<file path="config.mk">
export PLATFORM = sky130hd
export DESIGN_NAME = if_stage_flat
export DESIGN_NICKNAME = d
export VERILOG_FILES = /design/src/rtl/if_stage_if.sv /design/src/rtl/if_stage.sv /design/src/flat_wrapper.sv
export SDC_FILE = /design/constraint.sdc
export NUM_CORES = 1
export LEC_CHECK = 0
export CAP_MARGIN = 15
export CORE_ASPECT_RATIO = 1.1
export CORE_MARGIN = 10
export CORE_UTILIZATION = 40
export CTS_CLUSTER_SIZE = 12
export DETAILED_ROUTE_END_ITERATION = 6
export GPL_ROUTABILITY_DRIVEN = 0
export HOLD_SLACK_MARGIN = 0.02
export MAX_ROUTING_LAYER = met4
export PLACE_DENSITY = 0.77
export SYNTH_ARGS = -nofsm -noshare
export SYNTH_HDL_FRONTEND = slang
export SYNTH_SLANG_ARGS = --single-unit
</file>
<file path="constraint.sdc">
create_clock -name clk -period 4.39 [get_ports clk]
set_input_delay 0.439 -clock clk [delete_from_list [all_inputs] [get_ports clk]]
set_output_delay 0.439 -clock clk [all_outputs]
set_load 0.1 [all_outputs]
</file>
<file path="src/rtl/if_stage_if.sv">
// Instruction-memory bus between the fetch stage and the instruction memory.
// Read is combinational: imem_data answers imem_addr in the same cycle.
interface if_stage_if;
  logic [31:0] imem_addr;
  logic [31:0] imem_data;

  modport master (
    output imem_addr,
    input  imem_data
  );

  modport slave (
    input  imem_addr,
    output imem_data
  );
endinterface

</file>
<file path="src/rtl/if_stage.sv">
// Fetch stage: PC register, imem addressing and the IF/ID pipeline register.
// Handles branch/jump redirects, load-use stall and illegal-code halt.
module if_stage #(
  parameter logic [31:0] RESET_PC = 32'h0000_0000,
  parameter int          CNT_W    = 16
) (
  input  logic             clk,
  input  logic             clrn,
  input  logic             stall,
  input  logic [1:0]       pcsource,
  input  logic [31:0]      bpc,
  input  logic [31:0]      jpc,
  if_stage_if.master       imem,
  output logic [31:0]      pc,
  output logic [31:0]      inst_id,
  output logic [31:0]      pc4_id,
  output logic             valid_id,
  output logic             halted,
  output logic [CNT_W-1:0] redirect_cnt
);

  typedef enum logic {
    RUN,
    HALT
  } state_e;

  state_e           state_q, state_d;
  logic [31:0]      pc_q, pc_d;
  logic [31:0]      inst_q, inst_d;
  logic [31:0]      pc4_q, pc4_d;
  logic             valid_q, valid_d;
  logic [CNT_W-1:0] cnt_q, cnt_d;

  logic [1:0]       eff_sel;
  logic [31:0]      pc_plus4;
  logic [CNT_W-1:0] cnt_inc;
  logic             halt_c, hold_c, go_c;
  logic             br_c, jp_c, il_c, seq_c;

  // A bubble in IF/ID must not redirect: its pcsource is meaningless.
  assign eff_sel  = valid_q ? pcsource : 2'b00;
  assign pc_plus4 = pc_q + 32'd4;
  assign cnt_inc  = (&cnt_q) ? cnt_q : cnt_q + 1'b1;

  assign halt_c = (state_q == HALT);
  assign hold_c = !halt_c && stall;
  assign go_c   = !halt_c && !stall;
  assign br_c   = go_c && (eff_sel == 2'b01);
  assign jp_c   = go_c && (eff_sel == 2'b10);
  assign il_c   = go_c && (eff_sel == 2'b11);
  assign seq_c  = go_c && (eff_sel == 2'b00);

  always_comb begin
    state_d = state_q;
    pc_d    = pc_q;
    inst_d  = inst_q;
    pc4_d   = pc4_q;
    valid_d = valid_q;
    cnt_d   = cnt_q;
    unique case (1'b1)
      halt_c: begin
        inst_d  = 32'h0;
        valid_d = 1'b0;
      end
      hold_c: begin
      end
      br_c: begin
        pc_d    = {bpc[31:2], 2'b00};
        inst_d  = 32'h0;
        valid_d = 1'b0;
        cnt_d   = cnt_inc;
      end
      jp_c: begin
        pc_d    = {jpc[31:2], 2'b00};
        inst_d  = 32'h0;
        valid_d = 1'b0;
        cnt_d   = cnt_inc;
      end
      il_c: begin
        state_d = HALT;
        inst_d  = 32'h0;
        valid_d = 1'b0;
      end
      seq_c: begin
        pc_d    = pc_plus4;
        inst_d  = imem.imem_data;
        pc4_d   = pc_plus4;
        valid_d = 1'b1;
      end
      default: begin
      end
    endcase
  end

  always_ff @(posedge clk or negedge clrn) begin
    if (!clrn) begin
      state_q <= RUN;
      pc_q    <= RESET_PC;
      inst_q  <= 32'h0;
      pc4_q   <= 32'h0;
      valid_q <= 1'b0;
      cnt_q   <= '0;
    end else begin
      state_q <= state_d;
      pc_q    <= pc_d;
      inst_q  <= inst_d;
      pc4_q   <= pc4_d;
      valid_q <= valid_d;
      cnt_q   <= cnt_d;
    end
  end

  assign imem.imem_addr = pc_q;
  assign pc             = pc_q;
  assign inst_id        = inst_q;
  assign pc4_id         = pc4_q;
  assign valid_id       = valid_q;
  assign halted         = (state_q == HALT);
  assign redirect_cnt   = cnt_q;

endmodule

</file>
<file path="src/flat_wrapper.sv">
// flat-port wrapper written by rule: the top's interface ports become plain ports
module if_stage_flat 
#(
  parameter logic [31:0] RESET_PC = 32'h0000_0000,
  parameter int          CNT_W    = 16
)
  (clk, clrn, stall, pcsource, bpc, jpc, pc, inst_id, pc4_id, valid_id, halted, redirect_cnt, imem_imem_addr, imem_imem_data);
  if_stage_if imem_i ();
  input  logic clk;
  input  logic clrn;
  input  logic stall;
  input  logic [1:0] pcsource;
  input  logic [31:0] bpc;
  input  logic [31:0] jpc;
  output logic [31:0] pc;
  output logic [31:0] inst_id;
  output logic [31:0] pc4_id;
  output logic valid_id;
  output logic halted;
  output logic [CNT_W-1:0] redirect_cnt;
  output wire logic [$bits(imem_i.imem_addr)-1:0] imem_imem_addr;
  input wire logic [$bits(imem_i.imem_data)-1:0] imem_imem_data;
  assign imem_imem_addr = imem_i.imem_addr;
  assign imem_i.imem_data = imem_imem_data;
  if_stage #(.RESET_PC(RESET_PC), .CNT_W(CNT_W)) u_core (.clk(clk), .clrn(clrn), .stall(stall), .pcsource(pcsource), .bpc(bpc), .jpc(jpc), .imem(imem_i), .pc(pc), .inst_id(inst_id), .pc4_id(pc4_id), .valid_id(valid_id), .halted(halted), .redirect_cnt(redirect_cnt));
endmodule
</file>
==> flow_summary_export.csv, run 1 <==
group,metric,value,unit
logic_synthesis,synth_edf_count,0,
grt,grt_max_degree,76,
routing,routed_wl,19.8,mm
clocking,cts_inserted_buffers,9,
setup_path,worstPathBufferInverterCount,0,
clocking,cts.sinks,110,
logic_synthesis,ys.flop_type,"dfrtp_1",
grt,grt_pass1_vias,5548,
final_layout,antenna-diode-count,0,
logic_synthesis,synth_compound_area_share,18.8,%
logic_synthesis,avgSynthCellArea,9.81,sq um
grt,antenna_found_initial,0,
logic_synthesis,yosysTopAreaCell,"dfrtp_1",
timing,setup_tns,0,ns
clocking,clockBufferDepth,2,
setup_path,cp_cell_sequence,"ha_1 > nand3_1 > nor3_2 > nand3_1 > o31a_1 > o22ai_1",
logic_synthesis,seq_area_frac_synth,48.3,%
setup_path,worst_setup_path_start_kind,"register",
routing,drt_iter0_markers,511,
timing,final.min_clock_period,2.86,ns
place,hpwl,14.8,mm
floorplan,die_w,134,um
setup_path,crit_required,4.66,ns
logic_synthesis,synth_cell_types,60,
timing,worst_slew_pin_slew,1.03,ns
grt,grt_first_pass_wirelength,30.7,mm
routing,first_pass_iters,5,
setup_path,critical_path.most_common_cell,"nand3_1",
logic_synthesis,synthSimpleGateAreaFrac,16.1,%
logic_synthesis,yosysTopAreaCellShare,48.3,%
logic_synthesis,synth_most_common_cell,"dfrtp_1",
floorplan,core-area,13900,sq um
timing,setup_viol,0,
routing,vias,5335,
place,place_inst,944,
final_layout,final_cells,961,
clocking,cts_hold_buf,0,
routing,viasPerCell,5.55,
setup_path,crit_type,"register to register",
timing,skew,0.0128,ns
clocking,cts_max_level,3,
place,io_buffers,236,
routing,drc,0,
timing,finalCritPeriodShare,65.2,%
clocking,clk_pin_slew,0.08,ns
logic_synthesis,synthCells,581,
logic_synthesis,synthTopCellsByArea,"dfrtp_1 (48%), a22o_1 (5.1%), buf_4 (4.9%)",
clocking,cts_tree,"done",
final_layout,nets,871,
setup_path,end_kind,"register",
setup_path,cp_top_family,"simple AND/OR/NAND/NOR gates",
grt,track_usage,20.1,%
routing,wl_per_cell,20.6,um
timing,rsz0062_at_grt,"false",
job,drv_cap,0,
floorplan,die_y,145,um
logic_synthesis,ys_seq_elements,110,
clocking,cts-root-buf,"clkbuf_16",
run_status,status,"complete, no violations",
min_path,hold_path_class,"input port to asynchronous set/reset pin",
grt,overflow,0,
logic_synthesis,synth-xor-area-share,6.15,%
logic_synthesis,synthArstFlopShare,100,%
clocking,cts_resized,0,
floorplan,fp-row-count,45,
logic_synthesis,synth_common_cells,"dfrtp_1 (110), nand2_1 (66), buf_4 (37)",
setup_path,cp_max_fo,12,
clocking,cts_setup_buffers,0,
final_layout,area.growth.synth_to_final,44.6,%
logic_synthesis,synth_area,5700,sq um
final_layout,drive_above_1_share,5.95,%
setup_path,max_stage_delay,0.79,ns
timing,drv_slew,0,
floorplan,die_area,19400,sq um
setup_path,cp.arrival,3.13,ns
timing,fmax,349,MHz
timing,timing_hold_violations_final,0,
setup_path,worst_path_max_delay_cell,"nor3_2",
floorplan,start_util,41.0,%
logic_synthesis,synth.area.mux_share,1.71,%
timing,relSlewSlack,31.4,%
logic_synthesis,synth_warnings,0,
logic_synthesis,synthAdderAreaFrac,0.439,%
routing,postRouteAntennaNets,0,
floorplan,ioPinCount,247,
logic_synthesis,synth_top_family_by_area,"compound AO/OA/AOI/OAI gates",
clocking,clk_latency,0.36,ns
-- flip-flops by register name, summed over array words and instances, names as in the netlist --
register / cells
u_core.redirect_cnt: 16
u_core.valid_id: 1
u_core.imem.imem_addr: 30
u_core.halted: 1
u_core.pc4_id: 30
u_core.inst_id: 32
-- logic make-up (layout without fill, tap and decap cells) --
| group | count (synthesis) | count (layout) |
|---|---|---|
| AO/OA/AOI/OAI | 151 | 151 |
| other | 1 | 6 |
| AND/OR/NAND/NOR | 183 | 183 |
| XOR/XNOR | 40 | 40 |
| buffers and inverters | 85 | 272 |
| flip-flops | 110 | 110 |
| multiplexers | 9 | 9 |
| adder cells (fa/ha/maj) | 2 | 2 |
-- cell usage in the layout (no fill, tap or decap), drive strengths merged, types with 4 or more instances in the layout --
cell,n
and3,8
buf,11
nor2,32
o221ai,8
nor3,13
a2bb2oi,5
nand4,15
and4,4
nand3,28
a21oi,21
xnor2,20
xor2,20
nand2,66
a22o,33
a221o,5
o22ai,11
dfrtp,110
or3,4
inv,10
mux2,6
conb,6
o21ai,42
o22a,4
clkbuf,11
clkdlybuf4s50,235
nor2b,4
-- metal layers --
metal	GRT usage [%]	vias up	routed length [um]
met3	6.07	25	1710
met1	24.3	2633	8190
met4	5.88	0	284
met5	-	-	0
met2	31.7	264	9610
li1	-	2413	-
-- final timing paths --
| check | endpoint | slack, ns | from | cells past startpoint |
|---|---|---|---|---|
| worst max-delay path | u_core.imem.imem_addr[18] | 1.53 | u_core.imem.imem_addr[2] | 6 |
| worst min-delay path | u_core.imem.imem_addr[22] | 0.21 | clrn | 1 |
| worst max register to register | u_core.imem.imem_addr[18] | 1.53 | u_core.imem.imem_addr[2] | 6 |
| worst min register to register | u_core.pc4_id[24] | 0.48 | u_core.pc4_id[24] | 2 |
| max in group asynchronous | u_core.imem.imem_addr[7] | 3.06 | clrn | 2 |
| min in group clk | u_core.pc4_id[24] | 0.48 | u_core.pc4_id[24] | 2 |
-- through the flow --
step                      worst slack, ns  hold slack [ns]  instance area, sq um  utilization [%]
after floorplan                      1.74            0.143                  5720                -
after global placement               1.43            0.460                  7950             57.1
after detailed placement             1.41            0.469                  7950             57.1
after CTS                            1.55            0.270                  8220             59.1
after global routing                 1.33            0.311                  8240             59.2
final                                1.53            0.215                  8240             59.2
-- area by class of cell --
class,instances,area (sq um)
Clock inverter,5,33.8
Clock buffer,11,243
Fill cell,1209,5670
Sequential cell,110,2750
Tap cell,188,235
Inverter,10,37.5
Timing Repair Buffer,246,2440
Multi-Input combinational cell,391,2490
Power of run 1 is left out: the tool's default activity adds up to more than one toggle a clock period on the data nets, which glitch-free logic cannot reach.
==> inputs of run 2 (changes only) <==
clock period = 3 ns   (was 4.39 ns; I/O delays follow)
==> flow_summary_export.csv, run 2 (same netlist as run 1, synthesis figures left out) <==
group,metric,value,unit
clocking,cts_max_level,3,
grt,grt_first_pass_wirelength,30.1,mm
final_layout,area.growth.synth_to_final,40.6,%
clocking,clk_latency,0.35,ns
timing,relSlewSlack,51.7,%
final_layout,drive_above_1_share,24.6,%
routing,drt_iter0_markers,338,
job,drv_cap,0,
floorplan,die_w,134,um
floorplan,core-area,13900,sq um
setup_path,r2r_setup_slack,0.70,ns
setup_path,end_kind,"register",
setup_path,r2r_cells,5,
floorplan,die_y,145,um
grt,grt_pass1_vias,5440,
routing,drc,0,
setup_path,crit_required,3.23,ns
routing,routed_wl,19.2,mm
grt,overflow,0,
clocking,cts_setup_buffers,0,
routing,viasPerCell,5.46,
clocking,cts-root-buf,"clkbuf_16",
routing,first_pass_iters,5,
final_layout,nets,878,
setup_path,r2r_start,"u_core.valid_id",
final_layout,final_cell_mix,"buf_4 (155), dfrtp_1 (110), clkdlybuf4s50_1 (95)",
routing,postRouteAntennaNets,0,
place,io_buffers,236,
timing,fmax,434,MHz
setup_path,cp.arrival,2.53,ns
min_path,hold_path_class,"register to register",
clocking,clk_pin_slew,0.07,ns
min_path,whs_path_depth,2,
setup_path,cp_max_fo,14,
grt,antenna_found_initial,0,
timing,worst_slew_pin_slew,0.724,ns
timing,drv_slew,0,
clocking,cts_inserted_buffers,9,
routing,wl_per_cell,19.9,um
place,hpwl,14.6,mm
grt,track_usage,19.7,%
clocking,cts_hold_buf,1,
clocking,cts.sinks,110,
routing,vias,5281,
final_layout,largest_reg_flops,32,
timing,finalCritPeriodShare,76.8,%
floorplan,start_util,41.0,%
setup_path,timing.rr.end,"u_core.redirect_cnt[15]",
timing,rsz0062_at_grt,"false",
min_path,whs_endpoint,"u_core.pc4_id[31]",
clocking,cts_tree,"done",
timing,setup_viol,0,
clocking,clockBufferDepth,2,
setup_path,setup.worst_path.start,"u_core.valid_id",
floorplan,ioPinCount,247,
final_layout,antenna-diode-count,0,
setup_path,crit_type,"register to register",
clocking,cts_resized,0,
floorplan,die_area,19400,sq um
timing,final.min_clock_period,2.30,ns
grt,grt_max_degree,58,
final_layout,final_common_cell,"buf_4",
timing,setup_tns,0,ns
timing,timing_hold_violations_final,0,
min_path,min_from,"u_core.pc4_id[31]",
run_status,status,"complete, no violations",
timing,skew,0.00710,ns
floorplan,fp-row-count,45,
setup_path,worst_setup_path_start_kind,"register",
[run 2: how the worst max path moves through the flow]
stage / endpoint / slack (ns) / cells past startpoint
after floorplan: u_core.imem.imem_addr[22] / 0.35 / 7
after global placement: u_core.inst_id[18] / 0.55 / 6
after detailed placement: u_core.inst_id[19] / 0.48 / 6
after CTS: u_core.redirect_cnt[15] / 0.71 / 5
after global routing: u_core.imem.imem_addr[25] / 0.60 / 5
final: u_core.redirect_cnt[15] / 0.70 / 5
[run 2: area by class of cell]
| cell class | count | area (sq um) |
|---|---|---|
| Timing Repair Buffer | 253 | 2160 |
| Sequential cell | 110 | 2750 |
| Multi-Input combinational cell | 391 | 2490 |
| Clock inverter | 5 | 82.6 |
| Clock buffer | 11 | 243 |
| Tap cell | 188 | 235 |
| Inverter | 10 | 37.5 |
| Fill cell | 1192 | 5900 |
[run 2: worst max-delay path, cell delays in order, from the launching register on]
cell and delay (ns):
dfrtp_1 0.72, or3b_1 0.41, or4_4 0.54, inv_2 0.07
nand3_1 0.09, mux2_1 0.34
[run 2: stage by stage]
step | util (%) | instance area, sq um | hold slack [ns] | instances | setup WS (ns)
2_1_floorplan | - | 5720 | 0.00441 | 586 | 0.352
6_report | 57.6 | 8010 | 0.486 | 968 | 0.697
3_5_place_dp | 55.2 | 7670 | 0.404 | 951 | 0.480
4_1_cts | 57.6 | 8010 | 0.489 | 968 | 0.710
3_3_place_gp | 55.2 | 7670 | 0.377 | 951 | 0.552
5_1_grt | 57.6 | 8010 | 0.504 | 968 | 0.599
[run 2: layer usage]
layer | share of wire, % | vias up | track usage (%)
li1 | - | 2427 | -
met1 | 41 | 2584 | 24.4
met2 | 49 | 248 | 31.0
met3 | 8.5 | 22 | 4.90
met4 | 1.5 | 0 | 5.94
met5 | 0 | - | -
Power of run 2 is left out for the same reason.
==> variant (config.mk and constraints of run 1) <==
`CNT_W` is set to 16 in 2 places; all go to 20.
--- a/src/rtl/if_stage.sv
+++ b/src/rtl/if_stage.sv
@@ -2,7 +2,7 @@
 // Handles branch/jump redirects, load-use stall and illegal-code halt.
 module if_stage #(
   parameter logic [31:0] RESET_PC = 32'h0000_0000,
-  parameter int          CNT_W    = 16
+  parameter int          CNT_W    = 20
 ) (
   input  logic             clk,
   input  logic             clrn,
--- a/src/flat_wrapper.sv
+++ b/src/flat_wrapper.sv
@@ -2,7 +2,7 @@
 module if_stage_flat 
 #(
   parameter logic [31:0] RESET_PC = 32'h0000_0000,
-  parameter int          CNT_W    = 16
+  parameter int          CNT_W    = 20
 )
   (clk, clrn, stall, pcsource, bpc, jpc, pc, inst_id, pc4_id, valid_id, halted, redirect_cnt, imem_imem_addr, imem_imem_data);
   if_stage_if imem_i ();
Interface: changed (resized redirect_cnt); port bits go from 247 to 251. No check against the original RTL was run, so the function may have changed too.
==> variant against run 1 <==
  * Design area up 7.5%
  * Cell count up 5.1%
  * Highest routed layer unchanged
  * Synthesized area up 3.6%
  * First-iteration DRC count down 32%
  * Sequential cell count up 4
  * Core utilization up 2.1 points
  * Worst setup slack better by 0.039 ns
  * Wire length up 5.0%
Power is left out: the tool's default activity adds up to more than one toggle a clock period on the data nets, which glitch-free logic cannot reach.
==> variant: results (changes against run 1) <==
[detailed_routing]
drt_iter0_drc = 348  ; -32%
vias = 5548  ; +4.0%
dr.pass1.iters = 6  ; +1
routedWlPerCell_um = 20.57  ; -0.11%

[setup_path]
worst_path_largest_cell_delay_ns = 0.64  ; -0.15 ns
slowest_stage = nand2_1
r2r_slack_ns = 1.71  ; +0.18 ns
cp.arrival_ns = 3.12  ; about the same
r2r.worst_path.cells = 5  ; -1
cp_max_fo = 18  ; +6

[logic_synthesis]
seq_area_frac_synth_pct = 48.32  ; about the same
synthTopCellsByArea = dfrtp_1, a22o_1, buf_4
yosys_warnings = 0  ; unchanged
ys_async_sr_fraction_pct = 100.0  ; unchanged
yosys-top-cells-count = dfrtp_1, nand2_1, o21ai_0
synth_ff_type = dfrtp_1
synth_cell_type_count = 63  ; +5.0%

[global_routing]
antenna_found_initial = 0  ; unchanged
grt_max_degree = 84  ; +11%
first_global_vias = 5712  ; +3.0%
grt_usage_pct = 20.77  ; +0.65 points
grt_pass1_wl_mm = 31.77  ; +3.4%

[timing]
skew_ns = 0.008832  ; -0.003956 ns
worstMarginPinSlew_ns = 1.042  ; +0.01513 ns

[finish]
fillers = 1190  ; -1.6%
nets = 909  ; +4.4%
largest_reg_flops = 32  ; unchanged
drive_gt1_share_pct = 7.702  ; +1.8 points
n_antenna_cell = 0  ; unchanged

[min_path]
hp-class = input port to async pin

[place]
dp_hpwl_mm = 15.32  ; +3.7%
io_buffer_count = 240  ; +1.7%

[clocking]
clockBufferDepth = 2  ; unchanged
cts_max_level = 4  ; +1
cts.clk_slew.worst_paths_ns = 0.05  ; -0.03 ns
cts_setup_buffers = 0  ; unchanged
ctsResizeCount = 0  ; unchanged
clock_tree.root_cell = clkbuf_16
cts_inserted_buffers = 17  ; +8
clock_sinks = 114  ; +3.6%
clock_latency_ns = 0.41  ; +0.05 ns

[outcome]
status = completed

## variant: logic make-up after synthesis
logic type / synth area share [%]
buffers and inverters: 7.841
muxes: 0.8900
AOI/OAI and AO/OA: 21.17
and+or+nand+nor: 14.77
DFF: 48.32
adders and majority gates: 0.4238
xor gates and xnor gates: 6.527
other: 0.06351
## variant: area by class of cell
cell class              instances  area [µm²]  area share, %
clock buffers                  21       460.4          5.197
clock inverters                10       133.9          1.511
inverters                      16       60.06         0.6779
multi-input cells             407        2630          29.69
flip-flops and latches        114        2853          32.20
well taps                     192       240.2          2.711
repair buffers                250        2482          28.02
## variant: per-layer routing
layer	track usage, %	vias to the layer above	routed length [µm]
met3	7.220	28	1818
met1	23.66	2698	8273
li1	-	2556	-
met4	7.058	0	417
met2	33.32	266	10270
met5	-	-	0
## variant: path summary, 6_finish.rpt
kind	start	endpoint
worst min-delay path	clrn	u_core.imem.imem_addr[27]
worst min register to register	u_core.pc4_id[16]	u_core.pc4_id[16]
worst max register to register	u_core.halted	u_core.imem.imem_addr[26]
min in group clk	u_core.pc4_id[16]	u_core.pc4_id[16]
worst max-delay path	stall	u_core.imem.imem_addr[26]
max in group asynchronous	clrn	u_core.pc4_id[22]
## variant: worst max-delay path, delay by kind of cell
| family | cells | cell delay, ns |
|---|---|---|
| buffers and inverters | 1 | 0.55 |
| AO/OA/AOI/OAI | 3 | 0.92 |
| AND/OR/NAND/NOR | 2 | 1.20 |
## variant: through the flow
stage | instances | hold WS (ns) | instance area, µm² | utilization, % | setup slack, ns
after global routing | 1010 | 0.2874 | 8860 | 61.33 | 1.368
after global placement | 978 | 0.4644 | 8250 | 57.11 | 1.260
final | 1010 | 0.2054 | 8860 | 61.33 | 1.568
after CTS | 1009 | 0.2498 | 8845 | 61.22 | 1.587
after detailed placement | 978 | 0.4739 | 8250 | 57.11 | 1.145
after floorplan | 607 | 0.1434 | 5923 | - | 1.494
